`src/rtl/mem_port_arbiter.sv`:
```
`timescale 1ns/1ps
// mem_port_arbiter
// Shares one single-ported unified memory between an instruction-fetch port
// (if_*) and a data port (dm_*). One access is in flight at a time.
//
// Handshake (both requester ports): a requester raises *_req_i with its
// address/data and holds everything stable until it sees *_ack_o high for
// one cycle; *_rdata_o is valid in that ack cycle and holds afterwards.
// The memory side sees mem_req_o held high until it answers with a one-cycle
// mem_ack_i carrying mem_rdata_i.
//
// Ports
//   clk, reset                 clock, asynchronous active-low reset
//   if_req_i/if_addr_i         fetch request and address
//   if_rdata_o/if_ack_o        fetch read data and one-cycle completion
//   dm_req_i/dm_we_i/dm_addr_i/dm_wdata_i/dm_strb_i   data request
//   dm_rdata_o/dm_ack_o        data read data and one-cycle completion
//   mem_req_o/mem_we_o/mem_addr_o/mem_wdata_o/mem_strb_o  memory request
//   mem_rdata_i/mem_ack_i      memory response
//   stall_fetch_o/stall_mem_o  requester is waiting on this arbiter
//   err_o                      pulses with the ack of an access that timed out
module mem_port_arbiter #(
   parameter int MAX_DM_RUN = 3,
   parameter int TIMEOUT    = 255
) (
   input  logic        clk,
   input  logic        reset,
   input  logic        if_req_i,
   input  logic [31:0] if_addr_i,
   output logic [31:0] if_rdata_o,
   output logic        if_ack_o,
   input  logic        dm_req_i,
   input  logic        dm_we_i,
   input  logic [31:0] dm_addr_i,
   input  logic [31:0] dm_wdata_i,
   input  logic [3:0]  dm_strb_i,
   output logic [31:0] dm_rdata_o,
   output logic        dm_ack_o,
   output logic        mem_req_o,
   output logic        mem_we_o,
   output logic [31:0] mem_addr_o,
   output logic [31:0] mem_wdata_o,
   output logic [3:0]  mem_strb_o,
   input  logic [31:0] mem_rdata_i,
   input  logic        mem_ack_i,
   output logic        stall_fetch_o,
   output logic        stall_mem_o,
   output logic        err_o
);

   localparam int RUN_W = (MAX_DM_RUN < 1) ? 1 : $clog2(MAX_DM_RUN + 1);
   localparam int WD_W  = (TIMEOUT < 2) ? 1 : $clog2(TIMEOUT + 1);
   localparam logic [RUN_W-1:0] RUN_MAX = RUN_W'(MAX_DM_RUN);
   // The watchdog expires when this BUSY cycle would bring it to TIMEOUT.
   localparam logic [WD_W-1:0]  WD_LAST = WD_W'(TIMEOUT - 1);

   typedef enum logic [1:0] {IDLE, IF_BUSY, DM_BUSY, RESP} state_t;

   state_t           state;
   state_t           state_nxt;
   logic             owner_dm;   // 1: data port owns the current access
   logic             timed_out;  // current access ended by the watchdog
   logic [RUN_W-1:0] dm_run;
   logic [WD_W-1:0]  wdog;
   logic [31:0]      addr_q;
   logic [31:0]      wdata_q;
   logic             we_q;
   logic [3:0]       strb_q;
   logic [31:0]      if_rdata_q;
   logic [31:0]      dm_rdata_q;

   logic             busy;
   logic             grant_if;
   logic             grant_dm;
   logic             wd_expire;

   assign busy = (state == IF_BUSY) || (state == DM_BUSY);

   always_comb begin
      state_nxt = state;
      grant_if  = 1'b0;
      grant_dm  = 1'b0;
      wd_expire = 1'b0;
      case (state)
         IDLE: begin
            // The data port wins ties until it has taken MAX_DM_RUN grants in a
            // row over a waiting fetch; then the fetch gets one turn.
            if (dm_req_i && !(if_req_i && (dm_run == RUN_MAX))) begin
               grant_dm  = 1'b1;
               state_nxt = DM_BUSY;
            end else if (if_req_i) begin
               grant_if  = 1'b1;
               state_nxt = IF_BUSY;
            end
         end
         IF_BUSY, DM_BUSY: begin
            if (mem_ack_i) begin
               state_nxt = RESP;
            end else if (wdog == WD_LAST) begin
               wd_expire = 1'b1;
               state_nxt = RESP;
            end
         end
         RESP:    state_nxt = IDLE;
         default: state_nxt = IDLE;
      endcase
   end

   always_ff @(posedge clk or negedge reset) begin
      if (!reset) begin
         state      <= IDLE;
         owner_dm   <= 1'b0;
         timed_out  <= 1'b0;
         dm_run     <= '0;
         wdog       <= '0;
         addr_q     <= '0;
         wdata_q    <= '0;
         we_q       <= 1'b0;
         strb_q     <= 4'h0;
         if_rdata_q <= '0;
         dm_rdata_q <= '0;
      end else begin
         state <= state_nxt;
         if (grant_dm) begin
            owner_dm  <= 1'b1;
            timed_out <= 1'b0;
            wdog      <= '0;
            addr_q    <= dm_addr_i;
            wdata_q   <= dm_wdata_i;
            we_q      <= dm_we_i;
            strb_q    <= dm_strb_i;
            if (if_req_i && (dm_run != RUN_MAX)) begin
               dm_run <= dm_run + RUN_W'(1);
            end
         end else if (grant_if) begin
            owner_dm  <= 1'b0;
            timed_out <= 1'b0;
            wdog      <= '0;
            addr_q    <= if_addr_i;
            wdata_q   <= '0;
            we_q      <= 1'b0;
            strb_q    <= 4'h0;
            dm_run    <= '0;
         end else if (busy) begin
            if (mem_ack_i) begin
               if (owner_dm) begin
                  dm_rdata_q <= mem_rdata_i;
               end else begin
                  if_rdata_q <= mem_rdata_i;
               end
            end else begin
               wdog <= wdog + WD_W'(1);
               if (wd_expire) begin
                  timed_out <= 1'b1;
               end
            end
         end
      end
   end

   assign mem_req_o     = busy;
   assign mem_we_o      = we_q;
   assign mem_addr_o    = addr_q;
   assign mem_wdata_o   = wdata_q;
   assign mem_strb_o    = strb_q;
   assign if_rdata_o    = if_rdata_q;
   assign dm_rdata_o    = dm_rdata_q;
   assign if_ack_o      = (state == RESP) && !owner_dm;
   assign dm_ack_o      = (state == RESP) && owner_dm;
   assign err_o         = (state == RESP) && timed_out;
   assign stall_fetch_o = if_req_i & ~if_ack_o;
   assign stall_mem_o   = dm_req_i & ~dm_ack_o;

endmodule

```
`config.mk`:
```
export PLATFORM = sky130hd
export DESIGN_NAME = mem_port_arbiter
export DESIGN_NICKNAME = d
export VERILOG_FILES = /design/src/rtl/mem_port_arbiter.sv
export SDC_FILE = /design/constraint.sdc
export NUM_CORES = 1
export LEC_CHECK = 0
export ABC_AREA = 1
export CAP_MARGIN = 20
export CORE_MARGIN = 5
export CORE_UTILIZATION = 45
export DETAILED_ROUTE_END_ITERATION = 10
export PLACE_DENSITY = 0.84
export REMOVE_ABC_BUFFERS = 1
export SETUP_SLACK_MARGIN = 0.4
export SYNTH_ARGS = -nofsm -noshare
export SYNTH_HDL_FRONTEND = slang
export SYNTH_SLANG_ARGS = --single-unit
```
`constraint.sdc`:
```
create_clock -name clk -period 3.8 [get_ports clk]
set_clock_uncertainty 0.2 [all_clocks]
set_input_delay 0.57 -clock clk [delete_from_list [all_inputs] [get_ports clk]]
set_output_delay 0.57 -clock clk [all_outputs]
set_load 0.005 [all_outputs]
```
# Word-level counts from Yosys, hierarchy flattened
# Cells that the tools add are included.
# totals
ff_bits,147
input_bits,138
out_inout_bits,139
wordCells,84
# op_classes
n_addsub,2
eq_ne,10
muxes,34
bitwise_logic,7
reduce_logical,20
# ops
op,n
$mux W32,4
$mux W8,4
$mux W1,16
$mux W2,7
$reduce_and A5 Y1,2
$add A8 B1 Y8 const B,1
$eq A8 B8 Y1 const B,1
$mux W4,2
$eq A2 B2 Y1 const B,3
$logic_and A1 B1 Y1,6
$ne A3 B3 Y1 const B,2
$pmux W2 S3,1
$reduce_and A2 Y1,3
$reduce_bool A3 Y1,2
$not A1 Y1,5
$ne A3 B1 Y1 const B,1
$reduce_and A3 Y1,1
$add A2 B1 Y2 const B,1
$and A1 B1 Y1,2
$eq A2 B1 Y1 const B,1
$logic_not A1 Y1,2
$logic_not A2 Y1,1
$ne A2 B1 Y1 const B,1
$ne A2 B2 Y1 const B,1
3 further kinds,3

# Longest topological paths before layout
# Gate-level depths: netlist of the first run.
# logic_depth
ltp_word,9
depth_mapped,9

# Worst setup path before layout of the first run
# Ideal clock, no wire load.
# synth_path
path_kind,reg2reg
start,reg state[0]
end,reg addr_q[14] (netlist: mem_addr_o[14])
setup_time_ns,0.132
t_arrival_ns,1.331
setup_slack_ns,2.137
stages_incl_launch_ff,9
n_path_buf,3
period_less_slack_ns,1.663
cell_sequence,dfrtp_1 inv_1 ha_1 o21ai_2 buf_6 buf_4 buf_4 nand2_1 o21ai_1
# synth_via
elab_chain_cells,3
# synth_rtl
item,line,rtl
"start, declared",59,state_t state;
"start signal, assigned",123,state <= state_nxt;
$logic_not A2 Y1 *,84,case (state)
$mux W1,84,
$mux W32 or $reduce_bool A2 Y1 (tied branches),--,
"end signal, assigned",128,addr_q <= dm_addr_i;
"end signal, assigned",139,addr_q <= if_addr_i;
"end, declared",65,logic [31:0] addr_q;
# Every way passes the cells marked *; elsewhere a longest branch is shown, timed or not.
# A chain may end at the register's enable or synchronous reset.

# Final worst setup path of the first run
# layout_path
start,in if_req_i
end,out stall_fetch_o
# layout_via
elab_chain_cells,1
# layout_rtl
item,line,rtl
"start, declared",28,"input logic if_req_i,"
$and A1 B1 Y1,171,assign stall_fetch_o = if_req_i & ~if_ack_o;
"end, declared",46,"output logic stall_fetch_o,"
# No other way between the ends.

==> run summary, run 1 <==
Crit Path Category = input port to output pin
mux cell area share after synthesis = 0
GRT overflow = 0
Slew @ Worst Pin = 1030 ps
#FFs+latches synth = 147
FF+latch area = 3680 um^2
Post-CTS Setup Bufs = 0
Post-synth EDFFs = 0
min Tclk post-route = 2720 ps
DRC = 0
Routed WL = 17500 um
initial antenna violation count = 0
Post-Synth XOR/XNOR Area = 0.00143
first-pass GRT wire length = 27300 um
Critical Path AT = 1950 ps
area fraction in compound gates after synthesis = 0.168
effective utilization at floorplan = 0.460
Synth Area in Simple Gates = 0.128
met3 global-route usage = 0.0853
Max Fclk = 0.368 GHz
DR vias = 5361
Yosys warning count = 0
critical path, cell by cell = clkdlybuf4s50_1 > inv_1 > nor2_1 > clkdlybuf4s50_1
post-placement setup slack = 855 ps
CTS clk-pin slew, worst paths = 60 ps
Synth Area per Inst = 9.43 um^2
die area = 16000 um^2
combinational family with the most area after synthesis = compound AO/OA/AOI/OAI gates
worst hold slack = 280 ps
routed len/inst = 15.9 um
Filler cells = 982
post-route ant nets = 0
most used cell, CP = clkdlybuf4s50_1
gpl congestion = 0.800
final hold violations = 0
DP Area = 8930 um^2
multi-input logic area = 1890 um^2
area growth from synthesis to layout = 55.9%
Root Buffer = clkbuf_16
HP Class = flop to flop
setup ws final = 1080 ps
CP Data Required Time = 3030 ps
Critical Path Start Type = input port
# IOs = 277
grt met1 use = 0.264
Rows = 42
Slew headroom = 0.312
Worst setup EP type = output pin
final instance area = 9530 um^2
Num CTS Buffers = 17
layer carrying the most global-route usage = met2
final setup fails = 0
Finished Core Util = 0.717
vias per cell = 4.87
worst skew pair latency = 410 ps
Final Slew Violations = 0
Netlist Area Pre-Place = 6110 um^2
DRT iter0 DRCs = 464
Synth async-reset ratio = 1.00
ant diodes = 0
fraction of layout cells with a size suffix above 1 = 0.0400
cell area power density = 783 nW/um^2
post-synth cell types = 22
largest net degree at the start of global routing = 110
clock sink total = 147
WP buf/inv = 3
# H-tree levels = 4
Main synth FF type = dfrtp_1
CTS max path bufs = 2
die width = 127 um
CP peak stage delay = 600 ps
total leakage power = 0.00453 uW
Total GRT Usage = 0.218
core box area = 13300 um^2
vias in the first global route = 5200
Seq/Total Area, Yosys = 0.602
outcome = completed
worst-path maximum fanout = 5
commonest non-fill, non-tap cell in the layout = clkdlybuf4s50_1
fin crit share = 0.715
unrepaired setup endpoints after global routing = false
Power Total = 7460 uW
I/O Buffers = 276
Final HPWL DP = 13000 um
commonest non-fill, non-tap cells in the layout = clkdlybuf4s50_1 (275), nand2_1 (165), dfrtp_1 (147), o21ai_1 (89), inv_1 (88)
Adder-Cell Fraction of Synth Area = 0.0102
Die Ht = 127 um
worst vdd ir = 0.297 mV
Worst path top cell family by delay = buffers and inverters
max cap viols = 0
Layout Nets = 1056
Worst path slowest cell = clkdlybuf4s50_1
CTS tree = done
Mapped Cells = 648
Pre-antenna DRT Iters = 5
M2 GR Usage = 0.355
==> Yosys cell counts, types with 2 or more instances <==
| master | instances | area share |
|---|---|---|
| nand2_1 | 165 | 0.10 |
| dfrtp_1 | 147 | 0.60 |
| o21ai_1 | 89 | 0.073 |
| inv_1 | 88 | 0.054 |
| o21ai_0 | 46 | 0.038 |
| a22o_1 | 37 | 0.053 |
| buf_2 | 18 | 0.015 |
| nor2_1 | 17 | 0.010 |
| nand3_1 | 10 | 0.0082 |
| buf_6 | 7 | 0.013 |
| clkbuf_1 | 5 | 0.0031 |
| ha_1 | 5 | 0.010 |
| buf_4 | 3 | 0.0037 |
| clkbuf_2 | 2 | 0.0016 |
| nand3_4 | 2 | 0.0057 |
==> cell type report <==
type                            count  share of cell area
Sequential cell                   147               0.386
Timing Repair Buffer              281               0.296
Multi-Input combinational cell    378               0.198
Clock buffer                       22              0.0487
Inverter                           88              0.0347
Tap cell                          176              0.0231
Clock inverter                      9              0.0135
==> per-stage QoR <==
stage / setup TNS [ps] / instances
floorplan: -42830 / 613
global placement: 0 / 1069
detailed placement: 0 / 1069
CTS: 0 / 1101
global route: 0 / 1101
finish: 0 / 1101
==> state kept, by name (all words and copies together), names as in the netlist <==
register / flops
wdog: 8
timed_out: 1
mem_strb_o: 4
state: 2
mem_we_o: 1
if_rdata_o: 32
dm_rdata_o: 32
dm_run: 2
mem_addr_o: 32
mem_wdata_o: 32
owner_dm: 1
==> where the power goes <==
group          leakage [uW]  total [uW]  internal [uW]  switching [uW]
registers           0.00186        2660           2260             401
clock network      0.000286        1680           1060             614
logic               0.00238        3120           1750            1380
==> worst paths after layout <==
path,startpoint,end,slack [ps],depth (start not counted)
max in group asynchronous,reset,if_rdata_o[21],1990,3
min in group asynchronous,reset,if_rdata_o[30],560,2
worst min register to register,mem_addr_o[1],mem_addr_o[1],280,2
worst max-delay path,if_req_i,stall_fetch_o,1080,4
worst min-delay path,mem_addr_o[1],mem_addr_o[1],280,2
worst max register to register,state[1],wdog[0],1420,6
==> repair_timing <==
item	in CTS	in global routing
resized for setup	0	0
endpoints found under the hold margin	15	0
hold buffers	1	0
==> tightest hold or removal path, stage by stage, from the launching register on <==
cell and delay, ps:
dfrtp_1 340, nand2_1 50, o21ai_0 50
==> kinds of logic after synthesis <==
logic type	Yosys count
xor gates and xnor gates	1
and+or+nand+nor	196
buffers and inverters	123
AOI/OAI and AO/OA	176
DFF	147
adders and majority gates	5
==> routing by layer <==
| metal | part of all wire | up-vias |
|---|---|---|
| met5 | 0 | - |
| met1 | 0.38 | 2469 |
| li1 | - | 2618 |
| met3 | 0.11 | 28 |
| met4 | 0.027 | 0 |
| met2 | 0.48 | 246 |
(Power assumes the default switching activity.)
==> inputs of run 2 (changes only) <==
--- a/config.mk
+++ b/config.mk
@@ -8,9 +8,9 @@
 export ABC_AREA = 1
 export CAP_MARGIN = 20
 export CORE_MARGIN = 5
-export CORE_UTILIZATION = 45
+export CORE_UTILIZATION = 42
 export DETAILED_ROUTE_END_ITERATION = 10
-export PLACE_DENSITY = 0.84
+export PLACE_DENSITY = 0.79
 export REMOVE_ABC_BUFFERS = 1
 export SETUP_SLACK_MARGIN = 0.4
 export SYNTH_ARGS = -nofsm -noshare
==> constraint.sdc (replaced) <==
create_clock -name clk -period 2.6 [get_ports clk]
set_clock_uncertainty 0.2 [all_clocks]
set_input_delay 0.39 -clock clk [delete_from_list [all_inputs] [get_ports clk]]
set_output_delay 0.39 -clock clk [all_outputs]
set_load 0.005 [all_outputs]
==> run 2 against run 1 <==
Critical path depth stayed put. Cell count is 1.3% higher. Wire length is 3.9% lower. Design area is 0.75% higher. Sequential cell count stayed put. Hold slack worse by 3.8 ps. Combinational power is 47% higher. Setup slack worse by 560 ps.
==> run summary, run 2 (synthesis results as in run 1) <==
DRC = 0
routed len/inst = 15.1 um
combinational power share = 0.426
start of the worst register-to-register path = state[0]
sequential cell fraction of total power = 0.356
# H-tree levels = 4
Net Sw Frac = 0.322
clock sink total = 147
Power Total = 10800 uW
unrepaired setup endpoints after global routing = false
HP Class = input port to async pin
worst-path maximum fanout = 5
Crit Path Category = input port to output pin
Rows = 44
vias in the first global route = 4969
core box area = 14400 um^2
Int Power = 7330 uW
Die Ht = 131 um
GRT overflow = 0
area growth from synthesis to layout = 57.1%
Post-CTS Setup Bufs = 0
FF+latch area = 3680 um^2
Root Buffer = clkbuf_16
Layout Nets = 1061
Critical Path AT = 1490 ps
largest net degree at the start of global routing = 68
vias per cell = 4.71
worst vdd ir = 0.478 mV
CTS clk-pin slew, worst paths = 60 ps
multi-input logic area = 1910 um^2
Worst setup EP type = output pin
FF-to-FF End = dm_rdata_o[7]
Filler cells = 1145
Routed WL = 16800 um
max cap viols = 0
commonest non-fill, non-tap cells in the layout = clkdlybuf4s50_1 (269), nand2_1 (165), dfrtp_1 (147), o21ai_1 (89), inv_1 (88)
final hold violations = 0
commonest non-fill, non-tap cell in the layout = clkdlybuf4s50_1
Pre-antenna DRT Iters = 4
effective utilization at floorplan = 0.424
gpl congestion = 0.783
R2R Setup Slk = 710 ps
fraction of layout cells with a size suffix above 1 = 0.0516
# IOs = 277
Final HPWL DP = 12600 um
Clock Power Share = 0.218
post-placement setup slack = 265 ps
cell area power density = 1130 nW/um^2
CTS max path bufs = 2
worst skew pair latency = 410 ps
post-route non-filler standard cell count = 1115
fin crit share = 0.800
Slew headroom = 0.694
Reg2Reg Depth = 8
CP Data Required Time = 2010 ps
initial antenna violation count = 0
post-route ant nets = 0
total leakage power = 0.00458 uW
final setup fails = 0
outcome = completed
Max Fclk = 0.481 GHz
die width = 131 um
CP Launch Point = if_req_i
DRT iter0 DRCs = 226
Final Slew Violations = 0
setup ws final = 521 ps
Placed Cells = 1082
Slew @ Worst Pin = 459 ps
DR vias = 5249
Critical Path Start Type = input port
die area = 17100 um^2
first-pass GRT wire length = 25300 um
Net Sw Power = 3480 uW
I/O Buffers = 276
CTS tree = done
min Tclk post-route = 2080 ps
Num CTS Buffers = 17
Total GRT Usage = 0.192
ant diodes = 0
[run 2: cell types whose count changed in the layout (fill, tap and decap cells not counted), sizes merged]
cell | previous run | this run
bufinv | 3 | 1
dlygate4sd2 | 0 | 6
inv | 89 | 91
clkbuf | 22 | 21
buf | 5 | 10
clkinv | 3 | 5
clkdlybuf4s50 | 275 | 269
[run 2: worst max path at each step]
stage,end,slack [ps],cells after the start
final,stall_fetch_o,520,4
after global routing,stall_mem_o,440,5
after floorplan,dm_rdata_o[0],-1690,3
after CTS,stall_mem_o,510,5
after global placement,stall_fetch_o,270,4
after detailed placement,stall_fetch_o,260,4
[run 2: timing repair]
item / 4_1_cts / 5_1_grt
cloned: 0 / 0
hold buffers: 1 / 0
hold endpoints to repair: 45 / 0
setup endpoints to repair: 6 / 3
resized for setup: 8 / 2
pin swaps: 1 / 0
[run 2: area by class of cell]
| cell class | instances | area share |
|---|---|---|
| tap | 184 | 0.0240 |
| multi-input combinational | 378 | 0.198 |
| clock inverter | 11 | 0.0100 |
| clock buffer | 21 | 0.0500 |
| sequential | 147 | 0.383 |
| inverter | 88 | 0.0344 |
| timing repair buffer | 286 | 0.300 |
[run 2: metrics by stage]
step	util	hold slack (ps)	setup TNS, ps	instance area, um^2
after floorplan	-	-106	-151390	5890
after global placement	0.624	154	0	9000
after detailed placement	0.624	156	0	9000
after CTS	0.665	281	0	9590
after global routing	0.666	308	0	9600
final	0.666	276	0	9600
[run 2: per-layer routing]
layer | routed length [um] | GRT usage
met4 | 344 | 0.0726
met5 | 0 | 0
met2 | 7780 | 0.310
met1 | 6610 | 0.232
met3 | 2050 | 0.0772
[run 2: critical path, cell delays in order]
cell	delay, ps
clkdlybuf4s50_1	590
inv_1	150
nor2_1	120
dlygate4sd2_1	240
[run 2: power groups by stage]
stage | sequential, uW | clock [uW] | combinational [uW]
floorplan | 3930 | 0 | 1760
global placement | 3840 | 0 | 4580
detailed placement | 3870 | 0 | 4660
CTS | 3850 | 2390 | 4710
global route | 3980 | 2500 | 5100
finish | 3850 | 2360 | 4600
==> inputs of run 3 (changes only) <==
--- a/config.mk
+++ b/config.mk
@@ -8,9 +8,9 @@
 export ABC_AREA = 1
 export CAP_MARGIN = 20
 export CORE_MARGIN = 5
-export CORE_UTILIZATION = 42
+export CORE_UTILIZATION = 38
 export DETAILED_ROUTE_END_ITERATION = 10
-export PLACE_DENSITY = 0.79
+export PLACE_DENSITY = 0.75
 export REMOVE_ABC_BUFFERS = 1
 export SETUP_SLACK_MARGIN = 0.4
 export SYNTH_ARGS = -nofsm -noshare
==> constraint.sdc (replaced) <==
create_clock -name clk -period 1.9 [get_ports clk]
set_clock_uncertainty 0.2 [all_clocks]
set_input_delay 0.285 -clock clk [delete_from_list [all_inputs] [get_ports clk]]
set_output_delay 0.285 -clock clk [all_outputs]
set_load 0.005 [all_outputs]
==> run 3 against run 2 <==
Global-route usage about the same. Setup slack got worse by 490 ps. Combinational power increased by 89%. Sequential share of layout area decreased by 4.7 points. Sequential cell count unchanged. Hold slack got worse by 95 ps. Wire length increased by 37%. First-iteration DRC count increased by 30%. Cell count increased by 12%. Non-clock buffer count increased by 98. Die area increased by 9.7%. Critical path type is now flop to flop. Highest routed layer is now met5.
==> run summary, run 3 (synthesis results as in run 1) <==
Routed WL = 23000 um
Root Buffer = clkbuf_16
worst vdd ir = 0.658 mV
final hold violations = 0
cell area power density = 1590 nW/um^2
CP Data Required Time = 2000 ps
Critical Path Start Type = flop
commonest non-fill, non-tap cell in the layout = dfrtp_1
FF+latch area = 3680 um^2
R2R Setup Slk = 30 ps
I/O Buffers = 276
CTS clk-pin slew, worst paths = 60 ps
worst skew pair latency = 410 ps
effective utilization at floorplan = 0.386
Max Fclk = 0.535 GHz
Rows = 46
fraction of layout cells with a size suffix above 1 = 0.408
ant diodes = 0
final setup fails = 0
Critical Path AT = 1970 ps
gpl congestion = 0.746
commonest non-fill, non-tap cells in the layout = dfrtp_1 (147), clkdlybuf4s50_1 (135), buf_2 (124), nand2_1 (99), o21ai_1 (84)
vias per cell = 4.92
Layout Nets = 1160
Filler cells = 1135
Power Total = 17400 uW
# IOs = 277
area growth from synthesis to layout = 79.3%
CTS max path bufs = 2
Worst setup EP type = flop
routed len/inst = 18.5 um
initial antenna violation count = 1
post-route ant nets = 0
min Tclk post-route = 1870 ps
Final HPWL DP = 13300 um
Die Ht = 137 um
Slew headroom = 0.716
GRT overflow = 0
DRC = 0
HP Class = input port to async pin
Num CTS Buffers = 17
CTS tree = done
DR vias = 6135
fin crit share = 0.984
clock sink total = 147
total leakage power = 0.00557 uW
Total GRT Usage = 0.192
DP Area = 9260 um^2
max cap viols = 0
Pre-antenna DRT Iters = 5
Slew @ Worst Pin = 426 ps
die area = 18700 um^2
unrepaired setup endpoints after global routing = true
Crit Path Category = flop to flop
multi-input logic area = 2580 um^2
final instance area = 11000 um^2
Final Slew Violations = 0
outcome = completed
largest net degree at the start of global routing = 67
vias in the first global route = 5644
die width = 137 um
DRT iter0 DRCs = 294
# H-tree levels = 4
core box area = 15800 um^2
first-pass GRT wire length = 28100 um
worst-path maximum fanout = 16
-- run 3: changes by cell type in the layout (fill, tap and decap cells not counted), sizes merged --
cell	before	now
nand3	13	14
clkinv	5	1
dlygate4sd2	6	0
clkbuf	21	48
clkinvlp	2	5
dlymetal6s2s	0	2
clkdlybuf4s50	269	135
inv	91	95
buf	10	215
bufinv	1	2
-- run 3: worst paths after layout --
check                           cells past startpoint             end           start
worst min-delay path                                2  dm_rdata_o[13]           reset
worst min register to register                      2   mem_addr_o[8]   mem_addr_o[8]
max in group asynchronous                           3  if_rdata_o[29]           reset
worst max register to register                      9   if_rdata_o[5]        state[0]
worst max-delay path                                9   if_rdata_o[5]        state[0]
min in group clk                                    3   if_rdata_o[8]  mem_rdata_i[8]
-- run 3: per-layer routing --
layer / vias to the layer above / track usage / share of wire
met5: - / 0 / 0.00057
met4: 2 / 0.0710 / 0.030
met3: 48 / 0.0688 / 0.098
met2: 294 / 0.323 / 0.50
met1: 2951 / 0.228 / 0.37
li1: 2840 / - / -
-- run 3: where the power goes --
part	total [uW]	internal (uW)	switching [uW]
Sequential	5370	4510	857
Clock	3410	1980	1430
Combinational	8680	4530	4150
-- run 3: repair_timing --
item                                   in CTS  in global routing
setup buffers                              40                 14
setup endpoints to repair                 286                167
pin swaps                                   2                 41
gates cloned                                1                 26
hold buffers                                1                  0
resized for setup                         541                265
endpoints found under the hold margin     147                  0
-- run 3: through the flow --
step	util	setup TNS [ps]	hold slack (ps)	worst slack [ps]	std cells
6_report	0.692	0	181	29.9	1246
5_1_grt	0.692	-288	198	-33.6	1246
4_1_cts	0.607	0	154	90.7	1206
3_5_place_dp	0.585	-10540	29.5	-136	1132
3_3_place_gp	0.585	-7580	29.7	-88.5	1132
2_1_floorplan	-	-237370	-211	-2280	613
-- run 3: critical path: stages (launching register included) --
cell and delay (ps):
dfrtp_1 390, buf_6 130, inv_4 30, ha_4 290
nand2_4 60, inv_4 70, nand3_4 190, clkbuf_16 260
nand2_1 80, o21ai_1 60
-- run 3: area by class of cell --
class / instances / area share
clock inverter: 15 / 0.0158
timing repair buffer: 384 / 0.317
sequential: 147 / 0.336
clock buffer: 17 / 0.0388
tap: 216 / 0.0247
inverter: 88 / 0.0329
multi-input combinational: 379 / 0.235
==> patch (config.mk and constraints of run 2) <==
Change the parameter `TIMEOUT` from 255 to 510.
--- a/src/rtl/mem_port_arbiter.sv
+++ b/src/rtl/mem_port_arbiter.sv
@@ -21,7 +21,7 @@
 //   err_o                      pulses with the ack of an access that timed out
 module mem_port_arbiter #(
    parameter int MAX_DM_RUN = 3,
-   parameter int TIMEOUT    = 255
+   parameter int TIMEOUT    = 510
 ) (
    input  logic        clk,
    input  logic        reset,
Check against the original RTL: same outputs for any inputs over 4 cycles, from zero or initial values and one cycle with reset low; that may be too few to reach the edited logic, so the function may still have changed.
==> patch against run 2 <==
Sequential cell count increased by 1; setup slack got worse by 0.024 ns; die area increased by 0.96%; wire length increased by 5.5%; sequential share of layout area decreased by 0.35 points; final area increased by 1.6%; synthesized area increased by 1.0%; synthesized cell count increased by 1.5%; fmax decreased by 1.1%; power increased by 2.0%; largest power group unchanged.
==> patch: results (changes against run 2) <==
# fillers=1141 (-0.35%); outcome=finished, final reports clean; total clock buffers created by CTS=17 (unchanged); sw frac=0.325 (+0.00278); H-tree depth=4 (unchanged); top post-synthesis cells by count=nand2_1, dfrtp_1, o21ai_1; Synth Area per Inst=9.39 µm² (-0.49%); clk slew on worst S/H paths=0.06 ns (about the same); largest net degree at the start of global routing=109 (+60%); post-DP HPWL=12400 µm (-1.1%); Synth Warn #=0 (unchanged); drt total wl=17700 µm (+5.5%); number of global-route vias before repair=5215 (+5.0%); asr flop ratio synth=1.00 (unchanged); vias post-DR=5352 (+2.0%); drt first pass iters=4 (unchanged); ANT cells=0 (unchanged); Worst-Skew Late Latency=between 0.4 and 0.5 ns; antenna violations before repair=0 (unchanged); relative slew slack=0.627 (-0.0672); Lkg Pwr=4.62 nW (+0.91%); critical-path maximum fanout=4 (-1); # port buffers=276 (unchanged); WP data arrival=1.51 ns (+0.02 ns); synth unique cells=21 (-4.5%); GP Congestion=0.775 (-1.0%); ys flop type=dfrtp_1; WL per Instance=15.7 µm (+4.1%); 1st-iter DRT viols=291 (+29%); share of post-route cells with drive strength above 1=0.0591 (+0.00758); placement-stage cell area=9070 µm² (+0.75%); Synth area leaders=dfrtp_1, nand2_1, o21ai_1, inv_1, a22o_1; CP max-delay cell=dfrtp_1; CP max stage delay=0.39 ns (-0.20 ns); DP Cell Count=1091 (+0.83%); CTS Root Cell=clkbuf_16; first-pass GRT wire length=27400 µm (+8.2%); CTS max path bufs=2 (unchanged); Setup WS pre-CTS=0.267 ns (+0.00248 ns); Max VDD drop=0.000680 V (+42%); post-synthesis sequential area ratio=0.600 (-0.00217); hold crit path type=reg -> reg; GRT Util Overall=0.199 (+0.00670)
patch: cell types whose count changed after synthesis, moves of 2 or more:
cell	change
a21oi_1	+2
buf_2	+2
buf_4	-2
clkbuf_1	+3
clkbuf_2	-2
inv_1	+6
nand4_1	+4
o21ai_0	-10
o21ai_1	+6
patch: worst paths after layout:
| check | startpoint | to | slack [ns] | cells after the start |
|---|---|---|---|---|
| max | state[1] | mem_req_o | 0.50 | 4 |
| min | dm_run[0] | dm_run[0] | 0.28 | 1 |
| max reg2reg | state[1] | mem_addr_o[4] | 0.50 | 9 |
| min reg2reg | dm_run[0] | dm_run[0] | 0.28 | 1 |
| max in group asynchronous | reset | if_rdata_o[7] | 1.23 | 3 |
| min in group asynchronous | reset | mem_wdata_o[21] | 0.31 | 2 |
patch: critical path, delay by kind of cell, from the launching register on:
| kind | cells | cell delay (ns) |
|---|---|---|
| buffers and inverters | 3 | 0.42 |
| adder cells (fa/ha/maj) | 1 | 0.28 |
| flip-flops | 1 | 0.39 |
patch: repair_timing:
action | 4_1_cts | 5_1_grt
pin swaps | 0 | 1
resized for setup | 6 | 8
setup buffers | 2 | 3
hold buffers | 1 | 0
endpoints found under the setup margin | 6 | 102
endpoints found under the hold margin | 54 | 0
cloned | 0 | 2
patch: cell type report:
cell class	count	area [µm²]	share of cell area
clock inverters	10	121	0.0124
well taps	184	230	0.0236
repair buffers	293	2950	0.303
flip-flops and latches	148	3700	0.380
clock buffers	22	474	0.0486
multi-input cells	380	1920	0.197
inverters	94	353	0.0362
patch: metal layers:
layer | wire length, µm | global-route usage
met5 | 0 | 0
met2 | 8980 | 0.336
met4 | 330 | 0.0686
met1 | 6910 | 0.226
met3 | 1490 | 0.0856
patch: power by group through the flow:
stage / Combinational (W) / Sequential [W] / Clock [W]
after CTS: 0.00471 / 0.00386 / 0.00251
final: 0.00471 / 0.00385 / 0.00246
after detailed placement: 0.00466 / 0.00387 / 0
after floorplan: 0.00179 / 0.00392 / 0
after global routing: 0.00518 / 0.00398 / 0.00263
after global placement: 0.00458 / 0.00384 / 0
patch: cells by family (layout without fill, tap and decap cells):
group | after synthesis | in the layout | synth area share
AND/OR/NAND/NOR | 200 | 200 | 0.131
AO/OA/AOI/OAI | 173 | 173 | 0.164
flip-flops | 148 | 148 | 0.600
buffers and inverters | 130 | 419 | 0.0922
adder cells (fa/ha/maj) | 5 | 5 | 0.0101
XOR/XNOR | 2 | 2 | 0.00284
